[config.mk]
export PLATFORM = sky130hd
export DESIGN_NAME = decoder_index_sequencer_flat
export DESIGN_NICKNAME = d
export VERILOG_FILES = /design/src/rtl/decoder_index_sequencer_pkg.sv /design/src/rtl/decoder_index_sequencer_if.sv /design/src/rtl/tick_prescaler.sv /design/src/rtl/decoder_index_sequencer.sv /design/src/flat_wrapper.sv
export SDC_FILE = /design/constraint.sdc
export NUM_CORES = 1
export LEC_CHECK = 0
export BUFFER_PORTS_ARGS = -buffer_cell sky130_fd_sc_hd__buf_2
export CAP_MARGIN = 40
export CORE_MARGIN = 4
export CORE_UTILIZATION = 58
export DETAILED_ROUTE_END_ITERATION = 10
export GPL_TIMING_DRIVEN = 0
export PLACE_DENSITY = 0.92
export REMOVE_ABC_BUFFERS = 1
export SLEW_MARGIN = 20
export SYNTH_ARGS = -nofsm -noshare
export SYNTH_HDL_FRONTEND = slang
export SYNTH_SLANG_ARGS = --single-unit
[constraint.sdc]
create_clock -name clk -period 4.2 [get_ports clk]
set_clock_uncertainty 0.15 [all_clocks]
set_input_delay 0.84 -clock clk [delete_from_list [all_inputs] [get_ports clk]]
set_output_delay 0.84 -clock clk [all_outputs]
set_load 0.1 [all_outputs]
[src/rtl/decoder_index_sequencer_pkg.sv]
// Shared encodings for the decoder index sequencer: sweep modes, one-shot FSM states
// and ping-pong direction.
package decoder_index_sequencer_pkg;

  typedef enum logic [1:0] {
    MODE_UP  = 2'b00,
    MODE_DN  = 2'b01,
    MODE_PP  = 2'b10,
    MODE_ONE = 2'b11
  } mode_e;

  typedef enum logic {
    S_IDLE = 1'b0,
    S_RUN  = 1'b1
  } state_e;

  typedef enum logic {
    DIR_UP = 1'b0,
    DIR_DN = 1'b1
  } dir_e;

  localparam logic [3:0] SEL_MAX = 4'hf;

endpackage

[src/rtl/decoder_index_sequencer_if.sv]
// Control/status bundle between a controller (master) and the index sequencer (slave).
interface decoder_index_sequencer_if;
  logic       en;
  logic [1:0] mode;
  logic       load;
  logic [3:0] load_val;
  logic       start;
  logic [3:0] sel;
  logic       step;
  logic       busy;
  logic       done;

  modport master (
    output en, mode, load, load_val, start,
    input  sel, step, busy, done
  );

  modport slave (
    input  en, mode, load, load_val, start,
    output sel, step, busy, done
  );
endinterface

[src/rtl/tick_prescaler.sv]
// Free-running 0..DIV-1 counter that emits a combinational tick on its last count.
module tick_prescaler #(
  parameter int unsigned DIV = 4,
  parameter int unsigned CW  = 8
) (
  input  logic clk,
  input  logic rst,
  input  logic en,
  input  logic clr,
  output logic tick
);

  localparam logic [CW-1:0] LAST = CW'(DIV - 1);

  logic [CW-1:0] pcnt_q, pcnt_d;

  assign tick = en && (pcnt_q == LAST);

  always_comb begin
    pcnt_d = pcnt_q;
    if (clr || tick) begin
      pcnt_d = '0;
    end else if (en) begin
      pcnt_d = pcnt_q + 1'b1;
    end
  end

  always_ff @(posedge clk) begin
    if (rst) begin
      pcnt_q <= '0;
    end else begin
      pcnt_q <= pcnt_d;
    end
  end

endmodule

[src/rtl/decoder_index_sequencer.sv]
// Steps the 4-bit select code of a 4-to-16 decoder through up/down/ping-pong/one-shot
// sweeps at a prescaled rate; sel[3:0] maps to decoder inputs w,a,b,c.
module decoder_index_sequencer
  import decoder_index_sequencer_pkg::*;
#(
  parameter int unsigned DIV = 4,
  parameter int unsigned CW  = 8
) (
  input logic                      clk,
  input logic                      rst,
  decoder_index_sequencer_if.slave ctl
);

  mode_e      mode;
  state_e     state_q, state_d;
  dir_e       dir_q, dir_d;
  logic [3:0] sel_q, sel_d;
  logic       step_q, step_d;
  logic       busy_q, busy_d;
  logic       done_q, done_d;
  logic       tick, clr, start_ok;

  assign mode = mode_e'(ctl.mode);

  // A start only restarts the prescaler when it actually launches a sweep.
  assign start_ok = !ctl.load && ctl.start && (mode == MODE_ONE) && (state_q == S_IDLE);
  assign clr      = ctl.load || start_ok;

  tick_prescaler #(
    .DIV (DIV),
    .CW  (CW)
  ) u_prescaler (
    .clk  (clk),
    .rst  (rst),
    .en   (ctl.en),
    .clr  (clr),
    .tick (tick)
  );

  always_ff @(posedge clk) begin
    if (rst) begin
      state_q <= S_IDLE;
      dir_q   <= DIR_UP;
      sel_q   <= '0;
      step_q  <= 1'b0;
      busy_q  <= 1'b0;
      done_q  <= 1'b0;
    end else begin
      state_q <= state_d;
      dir_q   <= dir_d;
      sel_q   <= sel_d;
      step_q  <= step_d;
      busy_q  <= busy_d;
      done_q  <= done_d;
    end
  end

  always_comb begin
    state_d = state_q;
    if (ctl.load || (mode != MODE_ONE)) begin
      state_d = S_IDLE;
    end else begin
      case (state_q)
        S_IDLE:  if (ctl.start) state_d = S_RUN;
        S_RUN:   if (tick && (sel_q == SEL_MAX - 4'd1)) state_d = S_IDLE;
        default: state_d = S_IDLE;
      endcase
    end
  end

  always_comb begin
    sel_d  = sel_q;
    dir_d  = dir_q;
    busy_d = busy_q;
    step_d = 1'b0;
    done_d = 1'b0;
    if (ctl.load) begin
      sel_d  = ctl.load_val;
      dir_d  = DIR_UP;
      busy_d = 1'b0;
    end else begin
      // Leaving one-shot mode mid-sweep abandons it silently.
      if (mode != MODE_ONE) busy_d = 1'b0;
      case (mode)
        MODE_UP: begin
          if (tick) begin
            sel_d  = sel_q + 4'd1;
            step_d = 1'b1;
          end
        end
        MODE_DN: begin
          if (tick) begin
            sel_d  = sel_q - 4'd1;
            step_d = 1'b1;
          end
        end
        MODE_PP: begin
          if (tick) begin
            step_d = 1'b1;
            if (dir_q == DIR_UP) begin
              if (sel_q == SEL_MAX) begin
                sel_d = SEL_MAX - 4'd1;
                dir_d = DIR_DN;
              end else begin
                sel_d = sel_q + 4'd1;
              end
            end else begin
              if (sel_q == 4'd0) begin
                sel_d = 4'd1;
                dir_d = DIR_UP;
              end else begin
                sel_d = sel_q - 4'd1;
              end
            end
          end
        end
        MODE_ONE: begin
          if (state_q == S_IDLE) begin
            if (ctl.start) begin
              sel_d  = 4'd0;
              busy_d = 1'b1;
            end
          end else if (tick) begin
            sel_d  = sel_q + 4'd1;
            step_d = 1'b1;
            if (sel_q == SEL_MAX - 4'd1) begin
              done_d = 1'b1;
              busy_d = 1'b0;
            end
          end
        end
        default: ;
      endcase
    end
  end

  always_comb begin
    ctl.sel  = sel_q;
    ctl.step = step_q;
    ctl.busy = busy_q;
    ctl.done = done_q;
  end

endmodule

[src/flat_wrapper.sv]
// flat-port wrapper written by rule: the top's interface ports become plain ports
module decoder_index_sequencer_flat import decoder_index_sequencer_pkg::*;
#(
  parameter int unsigned DIV = 4,
  parameter int unsigned CW  = 8
)
  (clk, rst, ctl_en, ctl_mode, ctl_load, ctl_load_val, ctl_start, ctl_sel, ctl_step, ctl_busy, ctl_done);
  decoder_index_sequencer_if ctl_i ();
  input logic clk;
  input logic rst;
  input wire logic [$bits(ctl_i.en)-1:0] ctl_en;
  input wire logic [$bits(ctl_i.mode)-1:0] ctl_mode;
  input wire logic [$bits(ctl_i.load)-1:0] ctl_load;
  input wire logic [$bits(ctl_i.load_val)-1:0] ctl_load_val;
  input wire logic [$bits(ctl_i.start)-1:0] ctl_start;
  output wire logic [$bits(ctl_i.sel)-1:0] ctl_sel;
  output wire logic [$bits(ctl_i.step)-1:0] ctl_step;
  output wire logic [$bits(ctl_i.busy)-1:0] ctl_busy;
  output wire logic [$bits(ctl_i.done)-1:0] ctl_done;
  assign ctl_i.en = ctl_en;
  assign ctl_i.mode = ctl_mode;
  assign ctl_i.load = ctl_load;
  assign ctl_i.load_val = ctl_load_val;
  assign ctl_i.start = ctl_start;
  assign ctl_sel = ctl_i.sel;
  assign ctl_step = ctl_i.step;
  assign ctl_busy = ctl_i.busy;
  assign ctl_done = ctl_i.done;
  decoder_index_sequencer #(.DIV(DIV), .CW(CW)) u_core (.clk(clk), .rst(rst), .ctl(ctl_i));
endmodule
# == Word level (Yosys, flattened, before mapping) ==
# Index checks and enable logic that the tools add are counted.
# totals
ff_bits,17
word_cells,67
# op_classes
n_addsub,3
eq_ne,10
n_mux,26
n_bitwise,3
n_reduce_logical,18
# ops
cell,count
two-way mux 4 bit,9
case mux 4 bit (4 select lines),1
two-way mux 1 bit,14
adder 8 x 1 -> 8 bit (second input constant),1
== test 4 bit (second input constant),2
== test 8 x 2 -> 1 bit (second input constant),1
inequality test 3 x 2 -> 1 bit (second input constant),2
OR reduction 2 bit,3
logical AND 1 bit,5
OR reduction 5 bit,1
adder 4 x 1 -> 4 bit (second input constant),1
== test 2 bit (second input constant),2
logical NOT 4 bit,1
inequality test 4 x 3 -> 1 bit (second input constant),1
case mux 1 bit (2 select lines),2
subtractor 4 x 1 -> 4 bit (second input constant),1
logical OR 1 bit,3
inverter 1 bit,3
AND reduction 3 bit,1
OR reduction 3 bit,1
== test 2 x 1 -> 1 bit (second input constant),1
logical NOT 2 bit,1
inequality test 2 bit (second input constant),1
AND reduction 2 bit,1
logical NOT 1 bit,1

# == Logic depth before layout (Yosys ltp) ==
# Gate-level depths: netlist of run 1.
# logic_depth
ltp_word,7
ltp_mapped,8
mapped_depth_nobuf,7

# == Modules after synthesis ==
# Synthesis of run 1 repeated with hierarchy kept, for this count alone.
# hier_totals
cells_unflattened,128
area_unflattened_um2,1158.6
# modules_own_cells
mod,n_inst,cells_each,area_per_inst_um2,seq_area_each_um2
decoder_index_sequencer,1,87,773.2,180.2
tick_prescaler,1,41,385.4,160.2

# == Least setup slack after synthesis of run 1 ==
# Ideal clock, no wire load.
# synth_timing
kind,reg2reg
start,"reg u_core.sel_q[0], in the netlist u_core.ctl.sel[0]"
end,"reg u_core.sel_q[3], in the netlist u_core.ctl.sel[3]"
t_arrival_ns,2.336
t_required_ns,3.978
path_slack_ns,1.642
path_stages_with_launch,9
n_path_buf,1
synth_period_minus_slack_ns,2.558
path_cell_list,dfxtp_1 clkbuf_1 inv_1 ha_1 or3b_4 a31oi_1 o21a_1 a21oi_1 a2bb2oi_1
# synth_via
elab_chain_len,6
word_cells_on_any_way,13
cone_classes,add/sub (2); eq/ne (1); mux (9); reduce/logical (1)
# synth_rtl
element,line,rtl
start: declaration,decoder_index_sequencer.sv:17,"logic [3:0] sel_q, sel_d;"
start signal: assignment,decoder_index_sequencer.sv:51,sel_q <= sel_d;
"adder 4 x 1 -> 4 bit, or another cell as far along","decoder_index_sequencer.sv:87, decoder_index_sequencer.sv:105, decoder_index_sequencer.sv:124",
"two-way mux 4 bit, on equally long branches","decoder_index_sequencer.sv:101, decoder_index_sequencer.sv:108",
two-way mux 4 bit,decoder_index_sequencer.sv:100,if (dir_q == DIR_UP) begin
two-way mux 4 bit,decoder_index_sequencer.sv:98,if (tick) begin
case mux 4 bit (4 select lines) (*),decoder_index_sequencer.sv:84,case (mode)
two-way mux 4 bit (*),decoder_index_sequencer.sv:77,if (ctl.load) begin
# Every way passes the cells marked *; elsewhere a longest branch is shown, timed or not. The select of a mux whose other input is x is not followed.
# A chain may end at the register's enable or synchronous reset.

# == Worst setup path in the final report of run 1 ==
# layout_timing
start,"reg u_core.sel_q[0], in the netlist u_core.ctl.sel[0]"
end,out ctl_sel[0]
# layout_rtl
element,line,rtl
end: declaration,flat_wrapper.sv:16,output wire logic [$bits(ctl_i.sel)-1:0] ctl_sel;
# No word-level cell between the ends.

==> impl_metrics.env, run 1 <==
export IMPL_max_clock_path_buffers=2
export IMPL_clk_transition_reported_paths_ns=0.10
export IMPL_summed_negative_setup_slack_over_all_endpoints_ns=0
export IMPL_worst_pin_slew_ns=0.488
export IMPL_crit_path_top_delay_cell="sky130_fd_sc_hd__dfxtp_1"
export IMPL_power_share_clock=0.258
export IMPL_crit_path_start_kind="flip-flop"
export IMPL_io_pin_count=18
export IMPL_clock_sink_count=17
export IMPL_max_stage_delay_ns=0.56
export IMPL_buffer_ports_inserted=17
export IMPL_fin_crit_share=0.560
export IMPL_met2_usage=0.341
export IMPL_ir_worst_vdd_uv=245
export IMPL_grt_pass1_wl_um=3720
export IMPL_synth_top_area_share=0.320
export IMPL_post_synth_instance_area_um2=1060
export IMPL_core_area_um2=1730
export IMPL_reg2reg_depth=7
export IMPL_setup_repair_after_global_routing_missed_its_margin="no"
export IMPL_final_layout_size_suffix_gt1_frac=0.182
export IMPL_quantity_of_gates_resized_following_cts=0
export IMPL_maxCapViolations=0
export IMPL_power_share_sequential=0.499
export IMPL_critical_path_arrival_ns=1.36
export IMPL_gp_congestion=0.842
export IMPL_final_core_utilization=0.679
export IMPL_htreeDepth=1
export IMPL_setup_viol=0
export IMPL_sequential_area_share_after_synthesis=0.320
export IMPL_grt_remaining_overflow=0
export IMPL_drt_pass1_iterations=4
export IMPL_worst_slew_margin_rel=0.677
export IMPL_worstSetupPathType="flip-flop to primary output"
export IMPL_stdcell_count=173
export IMPL_power_switching_share=0.353
export IMPL_synth_seq_cells=17
export IMPL_power_leakage_nw=0.481
export IMPL_grtUsageMet1=0.208
export IMPL_groute_usage_overall=0.190
export IMPL_power_switching_mw=0.125
export IMPL_postCtsSetupBuffers=0
export IMPL_worst_hold_path_num_cells=2
export IMPL_place_hpwl_um=1750
export IMPL_initial_core_util=0.615
export IMPL_later_pin_clock_latency_in_the_skew_report_ns=0.30
export IMPL_global_route_usage_met3=0.0386
export IMPL_synth_distinct_cells=41
export IMPL_num_antenna_cells=0
export IMPL_via_count_of_the_first_global_routing_pass=898
export IMPL_initialDrtViolationCount=24
export IMPL_number_of_hold_violations_in_the_final_report=0
export IMPL_power_density_nw_per_um2=302
export IMPL_max_clock_freq_ghz=0.425
export IMPL_min_period_ns=2.35
export IMPL_crit_family="flip-flops"
export IMPL_internal_power_mw=0.229
export IMPL_critical_path_endpoint_type="primary output"
export IMPL_vias=1028
export IMPL_setup_slack_ns=1.85
export IMPL_die_area_um2=2580
export IMPL_synth_top_cells_by_area="sky130_fd_sc_hd__dfxtp_1 32%, sky130_fd_sc_hd__ha_1 5.9%, sky130_fd_sc_hd__xor2_1 5.8%"
export IMPL_avgViaCountPerCell=5.94
export IMPL_detail_route_wl_per_cell_um=13.1
export IMPL_cts_hold_buf=0
export IMPL_grt_antenna_before_repair=0
export IMPL_cts_tree="built"
export IMPL_critical_path_buf_inv_count=1
export IMPL_synth_enable_flop_cells=0
export IMPL_clock_buffer_count_from_cts=3
export IMPL_die_height_um=50.8
export IMPL_die_width_um=50.8
export IMPL_critical_path_cell_count=1
export IMPL_final_antenna_net_count=0
export IMPL_netlist_instances=132
export IMPL_synthFlopType="sky130_fd_sc_hd__dfxtp_1"
export IMPL_cp_required_ns=3.21
export IMPL_place_ws_ns=1.88
export IMPL_synthTopCellsByCount="17 x sky130_fd_sc_hd__dfxtp_1, 15 x sky130_fd_sc_hd__nor2_1, 11 x sky130_fd_sc_hd__nand2_1"
export IMPL_num_nets_final=165
export IMPL_rows=15
export IMPL_syn_avg_cell_area_um2=8.05
export IMPL_asyncSetResetFlopFracSynth=0
export IMPL_root_buffer="sky130_fd_sc_hd__clkbuf_4"
export IMPL_run_status="completed"
export IMPL_synth_most_common_cell="sky130_fd_sc_hd__dfxtp_1"
export IMPL_path_max_fanout=11
export IMPL_pin_count_of_the_biggest_net_entering_global_routing=12
export IMPL_synth_top_cell_by_area="sky130_fd_sc_hd__dfxtp_1"
export IMPL_area_growth_synth_to_final_pct=10.4
export IMPL_detail_route_drc_violations=0
export IMPL_grt_busiest_layer="met2"
export IMPL_placedCellCount=169
export IMPL_cp_cell_sequence="buf_2"
export IMPL_max_slew_violation_count=0
export IMPL_route_final_wire_length_um=2270
export IMPL_holdCritPathClass="flip-flop to flip-flop"
export IMPL_power_combinational_fraction=0.243
export IMPL_synth_warning_count=0
[sequential cells by signal, summed over array words and instances, names as in the netlist]
name	flops
u_core.ctl.done	1
u_core.ctl.sel	4
u_core.u_prescaler.pcnt_q	8
u_core.dir_q	1
u_core.ctl.step	1
u_core.state_q	1
u_core.ctl.busy	1
[through the flow]
step           hold slack (ns)  power (mW)  instance area (um2)
3_3_place_gp             0.346       0.262                 1140
3_5_place_dp             0.362       0.265                 1140
5_1_grt                  0.412       0.372                 1170
6_report                 0.370       0.354                 1170
4_1_cts                  0.377       0.354                 1170
2_1_floorplan            0.335       0.244                 1030
[power by group through the flow]
stage | clock network [mW] | logic [mW] | registers [mW]
2_1_floorplan | 0 | 0.0395 | 0.204
3_3_place_gp | 0 | 0.0833 | 0.179
3_5_place_dp | 0 | 0.0855 | 0.180
4_1_cts | 0.0922 | 0.0857 | 0.176
5_1_grt | 0.102 | 0.0924 | 0.177
6_report | 0.0915 | 0.0860 | 0.177
[worst paths after layout]
path | from | endpoint | slack, ns
setup / recovery | u_core.ctl.sel[0]$_SDFFE_PP0P_ | ctl_sel[0] | 1.85
hold / removal | u_core.ctl.busy$_SDFF_PP0_ | u_core.ctl.busy$_SDFF_PP0_ | 0.37
setup reg to reg | u_core.ctl.sel[0]$_SDFFE_PP0P_ | u_core.ctl.sel[2]$_SDFFE_PP0P_ | 2.03
hold reg to reg | u_core.ctl.busy$_SDFF_PP0_ | u_core.ctl.busy$_SDFF_PP0_ | 0.37
[placed cells by master, fill, tap and decap left out, types with 2 or more instances in the layout]
cell type	instances
sky130_fd_sc_hd__ha_1	5
sky130_fd_sc_hd__nand4_1	4
sky130_fd_sc_hd__buf_2	17
sky130_fd_sc_hd__nor4_1	3
sky130_fd_sc_hd__nand2_1	11
sky130_fd_sc_hd__dfxtp_1	17
sky130_fd_sc_hd__a31oi_1	2
sky130_fd_sc_hd__nand3_1	5
sky130_fd_sc_hd__o21ai_0	8
sky130_fd_sc_hd__o21a_1	2
sky130_fd_sc_hd__nor3_1	2
sky130_fd_sc_hd__nor2_1	15
sky130_fd_sc_hd__xnor2_1	2
sky130_fd_sc_hd__inv_1	8
sky130_fd_sc_hd__o211ai_1	2
sky130_fd_sc_hd__xor2_1	7
sky130_fd_sc_hd__clkbuf_4	3
sky130_fd_sc_hd__and3_1	3
sky130_fd_sc_hd__a21oi_1	9
[routing by layer]
metal	vias to the layer above	share of wire
met5	-	0
met4	0	0.028
met3	9	0.047
met2	34	0.51
met1	474	0.41
li1	511	-
[cells by family after synthesis]
kind of cell | Yosys count | share of synthesized area
AOI/OAI and AO/OA | 35 | 0.219
muxes | 1 | 0.00942
xor gates and xnor gates | 9 | 0.0742
adders and majority gates | 5 | 0.0589
DFF | 17 | 0.320
buffers and inverters | 13 | 0.0601
and+or+nand+nor | 52 | 0.258
[cell type report]
cell class	instances	area (um2)
multi-input combinational	102	658
fill	143	554
sequential	17	340
timing repair buffer	17	85.1
tap	25	31.3
inverter	8	30.0
clock buffer	3	22.5
clock inverter	1	5.00
Note: power is estimated with default switching activity, not from simulation.
==> inputs of run 2 (changes only) <==
--- a/config.mk
+++ b/config.mk
@@ -5,13 +5,14 @@
 export SDC_FILE = /design/constraint.sdc
 export NUM_CORES = 1
 export LEC_CHECK = 0
+export ABC_AREA = 1
 export BUFFER_PORTS_ARGS = -buffer_cell sky130_fd_sc_hd__buf_2
 export CAP_MARGIN = 40
 export CORE_MARGIN = 4
-export CORE_UTILIZATION = 58
+export CORE_UTILIZATION = 50
 export DETAILED_ROUTE_END_ITERATION = 10
 export GPL_TIMING_DRIVEN = 0
-export PLACE_DENSITY = 0.92
+export PLACE_DENSITY = 0.84
 export REMOVE_ABC_BUFFERS = 1
 export SLEW_MARGIN = 20
 export SYNTH_ARGS = -nofsm -noshare
==> constraint.sdc (replaced) <==
create_clock -name clk -period 2.1 [get_ports clk]
set_clock_uncertainty 0.15 [all_clocks]
set_input_delay 0.42 -clock clk [delete_from_list [all_inputs] [get_ports clk]]
set_output_delay 0.42 -clock clk [all_outputs]
set_load 0.1 [all_outputs]
==> impl_metrics.env, run 2 <==
export IMPL_run_status="completed"
export IMPL_synth_distinct_cells=32
export IMPL_grt_pass1_wl_um=4280
export IMPL_syn_avg_cell_area_um2=6.70
export IMPL_num_nets_final=215
export IMPL_worstSetupPathType="flip-flop to primary output"
export IMPL_die_area_um2=3250
export IMPL_registers_top_by_ff_count="u_core.u_prescaler.pcnt_q"
export IMPL_layout_filler_cells=219
export IMPL_max_stage_delay_ns=0.57
export IMPL_worst_slew_margin_rel=0.678
export IMPL_synth_enable_flop_cells=0
export IMPL_rows=17
export IMPL_htreeDepth=1
export IMPL_worst_pin_slew_ns=0.486
export IMPL_critical_path_arrival_ns=1.36
export IMPL_power_leakage_nw=0.639
export IMPL_post_synth_instance_area_um2=1200
export IMPL_max_slew_violation_count=0
export IMPL_pin_count_of_the_biggest_net_entering_global_routing=11
export IMPL_number_of_hold_violations_in_the_final_report=0
export IMPL_sequential_area_share_after_synthesis=0.284
export IMPL_initial_core_util=0.532
export IMPL_die_height_um=57.0
export IMPL_grt_antenna_before_repair=0
export IMPL_netlist_instances=179
export IMPL_clk_transition_reported_paths_ns=0.09
export IMPL_cts_hold_buf=0
export IMPL_ir_worst_vdd_uv=341
export IMPL_vias=1151
export IMPL_synth_warning_count=0
export IMPL_synth_top_cell_by_area="sky130_fd_sc_hd__dfxtp_1"
export IMPL_area_growth_synth_to_final_pct=11.4
export IMPL_synth_top_area_share=0.284
export IMPL_crit_family="flip-flops"
export IMPL_die_width_um=57.0
export IMPL_route_final_wire_length_um=2400
export IMPL_synthTopCellsByCount="48 x sky130_fd_sc_hd__nand2_1, 23 x sky130_fd_sc_hd__nor2_1, 17 x sky130_fd_sc_hd__dfxtp_1"
export IMPL_fin_crit_share=0.918
export IMPL_initialDrtViolationCount=27
export IMPL_later_pin_clock_latency_in_the_skew_report_ns=0.29
export IMPL_final_core_utilization=0.593
export IMPL_crit_path_start_kind="flip-flop"
export IMPL_setup_slack_ns=0.173
export IMPL_root_buffer="sky130_fd_sc_hd__clkbuf_4"
export IMPL_place_hpwl_um=1860
export IMPL_drt_pass1_iterations=4
export IMPL_layout_cells_most_common_list="48 x sky130_fd_sc_hd__nand2_1, 23 x sky130_fd_sc_hd__nor2_1, 17 x sky130_fd_sc_hd__buf_2, 16 x sky130_fd_sc_hd__inv_1, 16 x sky130_fd_sc_hd__dfxtp_1"
export IMPL_core_area_um2=2250
export IMPL_avgViaCountPerCell=5.09
export IMPL_setup_viol=0
export IMPL_cp_cell_sequence="buf_2"
export IMPL_synthFlopType="sky130_fd_sc_hd__dfxtp_1"
export IMPL_synth_most_common_cell="sky130_fd_sc_hd__nand2_1"
export IMPL_clock_sink_count=17
export IMPL_synth_top_cells_by_area="sky130_fd_sc_hd__dfxtp_1 28%, sky130_fd_sc_hd__nand2_1 15%, sky130_fd_sc_hd__nor2_1 7.2%"
export IMPL_largest_register_ff_count=8
export IMPL_fin_area_um2=1340
export IMPL_stdcell_count=226
export IMPL_clock_buffer_count_from_cts=3
export IMPL_final_layout_size_suffix_gt1_frac=0.232
export IMPL_placedCellCount=222
export IMPL_holdCritPathClass="input pin to flip-flop"
export IMPL_cp_required_ns=1.53
export IMPL_buffer_ports_inserted=17
export IMPL_power_density_nw_per_um2=534
export IMPL_layout_commonest_cell="sky130_fd_sc_hd__nand2_1"
export IMPL_report_power_total_mw=0.713
export IMPL_critical_path_endpoint_type="primary output"
export IMPL_groute_usage_overall=0.164
export IMPL_cts_tree="built"
export IMPL_crit_path_top_delay_cell="sky130_fd_sc_hd__dfxtp_1"
export IMPL_synth_seq_cells=17
export IMPL_grt_remaining_overflow=0
export IMPL_via_count_of_the_first_global_routing_pass=1013
export IMPL_critical_path_buf_inv_count=1
export IMPL_final_antenna_net_count=0
export IMPL_detail_route_drc_violations=0
export IMPL_asyncSetResetFlopFracSynth=0
export IMPL_maxCapViolations=0
export IMPL_num_antenna_cells=0
export IMPL_place_ws_ns=0.225
export IMPL_path_max_fanout=10
export IMPL_setup_repair_after_global_routing_missed_its_margin="no"
export IMPL_detail_route_wl_per_cell_um=10.6
export IMPL_min_period_ns=1.93
export IMPL_max_clock_path_buffers=2
export IMPL_max_clock_freq_ghz=0.519
export IMPL_gp_congestion=0.862
export IMPL_total_cell_area_at_the_placement_stage_um2=1310
export IMPL_io_pin_count=18
run 2: changes by cell type after synthesis, moves of 3 or more:
cell | previous run | this run
sky130_fd_sc_hd__nand3_1 | 5 | 12
sky130_fd_sc_hd__nor2_2 | 0 | 6
sky130_fd_sc_hd__inv_2 | 0 | 4
sky130_fd_sc_hd__o21ai_1 | 1 | 4
sky130_fd_sc_hd__nand2_1 | 11 | 48
sky130_fd_sc_hd__clkbuf_1 | 3 | 0
sky130_fd_sc_hd__xor2_1 | 7 | 1
sky130_fd_sc_hd__o21ai_0 | 8 | 4
sky130_fd_sc_hd__nor2_1 | 15 | 23
sky130_fd_sc_hd__and3_1 | 3 | 0
sky130_fd_sc_hd__inv_1 | 8 | 16
sky130_fd_sc_hd__nand2_2 | 0 | 5
run 2: timing repair:
action	CTS	global route
setup endpoints to repair	0	1
buffers inserted	0	0
resized for setup	0	1
run 2: area by class of cell:
class / count / area, um2 / share of cell area
multi-input combinational: 138 / 748 / 0.560
sequential: 17 / 342 / 0.256
inverter: 22 / 98.8 / 0.0740
timing repair buffer: 17 / 85.1 / 0.0637
tap: 28 / 35.0 / 0.0262
clock buffer: 3 / 22.5 / 0.0169
clock inverter: 1 / 5.00 / 0.00375
run 2: worst register-to-register path: cells and delay by family (launching register included):
kind,cells,cell delay (ns)
and+or+nand+nor,7,0.54
DFF,1,0.51
buffers and inverters,2,0.22
adders and majority gates,1,0.22
AOI/OAI and AO/OA,1,0.11
run 2: kinds of logic after synthesis:
kind of cell,share of synthesized area
compound gates,0.116
xor+xnor,0.0146
fa+ha+maj,0.0521
buf+inv,0.0928
flops,0.284
mux,0.00834
simple gates,0.433
run 2: stage by stage:
stage                     TNS, ns  hold WS (ns)
after floorplan             -1.04         0.279
after global placement          0         0.303
after detailed placement        0         0.312
after CTS                       0         0.212
after global routing            0         0.216
final                           0         0.209
run 2: final timing paths:
path / startpoint / end / slack, ns / depth (start not counted)
hold reg to reg: u_core.ctl.busy$_SDFF_PP0_ / u_core.ctl.busy$_SDFF_PP0_ / 0.32 / 2
setup / recovery: u_core.ctl.sel[2]$_SDFFE_PP0P_ / ctl_sel[2] / 0.17 / 1
hold / removal: rst / u_core.ctl.sel[0]$_SDFFE_PP0P_ / 0.21 / 2
setup reg to reg: u_core.ctl.sel[1]$_SDFFE_PP0P_ / u_core.ctl.sel[3]$_SDFFE_PP0P_ / 0.30 / 11
run 2: power by group:
group          internal [mW]  total [mW]  leakage (nW)  switching, mW
combinational         0.0573       0.190         0.483          0.132
sequential             0.331       0.352         0.138         0.0203
clock                 0.0709       0.172        0.0177          0.101
run 2: layer usage:
layer  share of wire  vias to the layer above  GRT usage
met4           0.012                        0     0.0662
met1            0.48                      493      0.222
li1                -                      613          -
met5               0                        -          0
met2            0.44                       41      0.246
met3           0.065                        4     0.0452
